--- src/rtl/alu32.sv ---
// rtl/alu32.sv - 32-bit registered ALU with one-cycle latency
// Optional carry/overflow flag logic is enabled by defining ALU32_FLAGS_EN.
module alu32 (
   input  logic        clk,
   input  logic        reset,
   input  logic [31:0] inp_A,
   input  logic [31:0] inp_B,
   input  logic [2:0]  select,
   output logic [31:0] out,
   output logic        cout,
   output logic        overflow
);

   localparam logic [2:0] OP_AND = 3'b000;
   localparam logic [2:0] OP_OR  = 3'b001;
   localparam logic [2:0] OP_ADD = 3'b010;
   localparam logic [2:0] OP_XOR = 3'b011;
   localparam logic [2:0] OP_SUB = 3'b100;
   localparam logic [2:0] OP_ASR = 3'b101;
   localparam logic [2:0] OP_SHL = 3'b110;
   localparam logic [2:0] OP_NOR = 3'b111;

   logic        is_sub;
   logic [31:0] b_op;
   logic [31:0] sum;
   logic [31:0] result;

   // ADD and SUB share one adder; SUB is A + ~B + 1.
   assign is_sub = (select == OP_SUB);
   assign b_op   = is_sub ? ~inp_B : inp_B;

`ifdef ALU32_FLAGS_EN
   logic [32:0] sum_ext;
   logic        is_arith;
   logic        cout_next;
   logic        overflow_next;

   assign sum_ext  = {1'b0, inp_A} + {1'b0, b_op} + {32'b0, is_sub};
   assign sum      = sum_ext[31:0];
   assign is_arith = (select == OP_ADD) || is_sub;

   // Overflow: effective operands share a sign and the result sign differs.
   assign cout_next     = is_arith & sum_ext[32];
   assign overflow_next = is_arith & (inp_A[31] == b_op[31]) & (sum[31] != inp_A[31]);

   always_ff @(posedge clk) begin
      if (reset) begin
         cout     <= 1'b0;
         overflow <= 1'b0;
      end else begin
         cout     <= cout_next;
         overflow <= overflow_next;
      end
   end
`else
   assign sum      = inp_A + b_op + {31'b0, is_sub};
   assign cout     = 1'b0;
   assign overflow = 1'b0;
`endif

   always_comb begin
      result = 32'h0000_0000;
      case (select)
         OP_AND:  result = inp_A & inp_B;
         OP_OR:   result = inp_A | inp_B;
         OP_ADD:  result = sum;
         OP_XOR:  result = inp_A ^ inp_B;
         OP_SUB:  result = sum;
         OP_ASR:  result = $signed(inp_A) >>> inp_B[4:0];
         OP_SHL:  result = inp_A << inp_B[4:0];
         OP_NOR:  result = ~(inp_A | inp_B);
         default: result = 32'h0000_0000;
      endcase
   end

   always_ff @(posedge clk) begin
      if (reset) begin
         out <= 32'h0000_0000;
      end else begin
         out <= result;
      end
   end

endmodule

--- config.mk ---
export PLATFORM = sky130hd
export DESIGN_NAME = alu32
export DESIGN_NICKNAME = d
export VERILOG_FILES = /design/src/rtl/alu32.sv
export SDC_FILE = /design/constraint.sdc
export NUM_CORES = 1
export LEC_CHECK = 0
export ABC_AREA = 0
export CORE_MARGIN = 2
export CORE_UTILIZATION = 44
export CTS_CLUSTER_SIZE = 30
export DETAILED_ROUTE_END_ITERATION = 16
export PLACE_DENSITY = 0.65
export SLEW_MARGIN = 20
export SYNTH_ARGS = -nofsm -noshare
export SYNTH_HDL_FRONTEND = slang
export SYNTH_SLANG_ARGS = --single-unit
--- constraint.sdc ---
create_clock -name clk -period 11.7 [get_ports clk]
set_clock_uncertainty 0.2 [all_clocks]
set_input_delay 1.755 -clock clk [delete_from_list [all_inputs] [get_ports clk]]
set_output_delay 1.755 -clock clk [all_outputs]
set_load 0.005 [all_outputs]
==> impl_results.md <==
* Status: complete, no violations
* Antenna Nets Post-Route at 0
* Initial core utilization at 44.7%
* Core box area at 20100 sq um
* Crit. End Element: flip-flop
* CTS buffer count at 5
* PostCTS Resize Cnt at 0
* Tcrit/Tclk final at 50.8%
* Max frequency at 168 MHz
* Data arrival time of the worst path at 5910 ps
* DP Wirelength at 27900 um
* Clock transition at path regs at 60 ps
* Startpoint types: input pin
* Comb pwr share at 65.5%
* Overall power at 0.765 mW
* Commonest non-fill, non-tap cell in the layout: nor2_1
* Post-synthesis sequential element count at 32
* Yosys warning total at 0
* Drt pass-1 iters at 5
* Placed cell area at 10000 sq um
* Design Area, Final at 10200 sq um
* Worst-Margin Slew at 966 ps
* Post-synth top area cell: ha_1
* Vias at 9737
* Hold Vio Cnt, Final at 0
* Depth of the CTS H-tree at 2
* Pins Over Slew Limit at 0
* Net Sw Power at 0.353 mW
* CTS max path bufs at 2
* Power Internal at 0.412 mW
* IO buf count at 100
* DR WL/cell at 24.8 um
* Final setup violation count at 0
* Layout cells sized above 1 at 9.87%
* FFs w/ async S/R, synth at 0%
* Reg area at 641 sq um
* First-pass GRT wire length at 56300 um
* Count of cell types in the netlist at 75
* Critical Path RT at 11660 ps
* Die width at 147 um
* Prevailing post-synth register cell: dfxtp_1
* Cell count after synthesis at 1193
* Footprint of the multi-input gates at 7630 sq um
* Fin crit period at 5950 ps
* Post-CTS setup buffers at 0
* Final Wtd Congestion at 1.02
* Ranking of synthesized cells by area: ha_1 (14%), mux4_2 (14%), dfxtp_1 (7.1%), mux2i_1 (6.9%), nor2_1 (6.5%)
* Io pins at 103
* Row cnt at 52
* Clk pwr share at 18.3%
* Hold buffer count at cts at 0
* Post-Route Setup TNS at 0 ps
* Clock tree sinks at 32
* 1st-iter DRT viols at 1164
* Die area at 21600 sq um
* Final #Nets at 1394
* Top Registers: out (32)
* Hold Crit Class: in -> reg
* Rel. slew slack at 35.1%
* DRC at 0
* RSZ-0062 raised after global routing: false
* PD cells at 75.2 nW/um^2
* CTS tree: built
* WHS Endpoint: out[0]$_SDFF_PP0_
* Register area share after synthesis at 7.14%
* Filler Cells Inserted at 2024
* Cell area after synthesis at 8980 sq um
* Vias in the first global route at 9272
* VDD IR-drop max at 50.8 uV
* Largest net degree at the start of global routing at 72
* Cells on Worst Hold Path at 4
* Max-capacitance violation count at 0
* CTS root buffer: clkbuf_16
* Setup CP Type: in -> reg
* Sw frac at 46.1%
* Die extent in y at 147 um
* GRT overflow at 0
* Top reg by flops: out
* Sequential share of power at 16.2%
* Tot GR Track Use at 34.0%
* Max reg flops at 32
* Crit path max fanout at 31
* Routed WL at 37100 um
* Post-synth top area share at 13.8%
* Min-delay src: inp_B[0]
* Area delta synth->final at 13.3%
* Static Leak at 4.24 nW
* Antenna violations before repair at 0
* Routed vias/inst at 6.50
* Syn_area_per_cell at 7.53 sq um
* EDFF count, synth at 0
* Most frequent cells in the layout: nor2_1 (154), a21oi_1 (106), ha_1 (99)
[per-stage QoR]
step           util [%]  instances  worst slack [ps]  hold slack [ps]
5_1_grt            50.6       1496              5350             1920
4_1_cts            50.6       1496              5870             1880
2_1_floorplan         -       1194              6430             1840
3_3_place_gp       49.8       1488              5690             2190
6_report           50.6       1497              5750             1890
3_5_place_dp       49.8       1488              5590             2190
[worst max-delay path by stage]
stage / from / endpoint / slack, ps / cells after the start
CTS: select[1] / out[24]$_SDFF_PP0_ / 5870 / 16
detailed placement: select[1] / out[24]$_SDFF_PP0_ / 5590 / 16
finish: select[1] / out[30]$_SDFF_PP0_ / 5750 / 15
global placement: select[1] / out[28]$_SDFF_PP0_ / 5690 / 16
floorplan: select[0] / out[24]$_SDFF_PP0_ / 6430 / 15
global route: select[2] / out[30]$_SDFF_PP0_ / 5350 / 15
[cell type report]
class,count,area share (%)
clock buffers,6,1.37
well taps,270,3.32
repair buffers,120,11.1
flip-flops and latches,32,6.30
diodes,1,0.0246
multi-input cells,991,75.0
clock inverters,2,0.0984
inverters,75,2.77
[Yosys cell counts, types with 6 or more instances]
master and n:
o21a_1 10, buf_4 7, nor3_1 39, a21o_1 24
nand3_1 18, clkbuf_1 56, nor2_1 155, mux2i_1 62
a211oi_1 19, nand2_1 80, a21oi_1 107, xnor2_1 45
a2111oi_0 6, buf_2 14, nand4_1 10, o21ai_0 83
ha_1 99, mux2_2 22, inv_1 72, dfxtp_1 32
xor2_1 8, a311oi_1 11, a221oi_1 16, o211ai_1 15
mux4_2 54, o22ai_1 7, and3_1 7, buf_1 14
a211o_1 8
[power by group through the flow]
stage,Clock (mW),Sequential (mW),Combinational (mW)
5_1_grt,0.148,0.125,0.541
4_1_cts,0.143,0.124,0.490
6_report,0.140,0.124,0.501
3_3_place_gp,0,0.126,0.487
2_1_floorplan,0,0.128,0.317
3_5_place_dp,0,0.127,0.486
[metal layers]
| layer | up-vias | share of wire (%) | global-route usage, % |
|---|---|---|---|
| met5 | - | 0 | 0 |
| met1 | 4615 | 41 | 45.6 |
| met3 | 86 | 9.0 | 5.75 |
| li1 | 4455 | - | - |
| met4 | 0 | 4.6 | 14.2 |
| met2 | 581 | 45 | 54.2 |
[cells by family after synthesis]
group	synth area share, %
simple gates	16.5
compound gates	25.6
xor+xnor	5.17
flops	7.14
buf+inv	8.07
fa+ha+maj	14.2
other cells	0.0418
mux	23.2
[worst max-delay path, cell delays in order]
cell and delay, ps:
clkdlybuf4s50_1 400, buf_4 210, nand2b_1 270, nor2_4 130, buf_4 480, xnor2_1 130, ha_1 380, a21o_1 220
a221oi_1 470, or2_2 200, nand4_1 150, o21ai_0 280, o211ai_1 290, o311ai_0 340, o211ai_1 140
(Power assumes the default switching activity.)
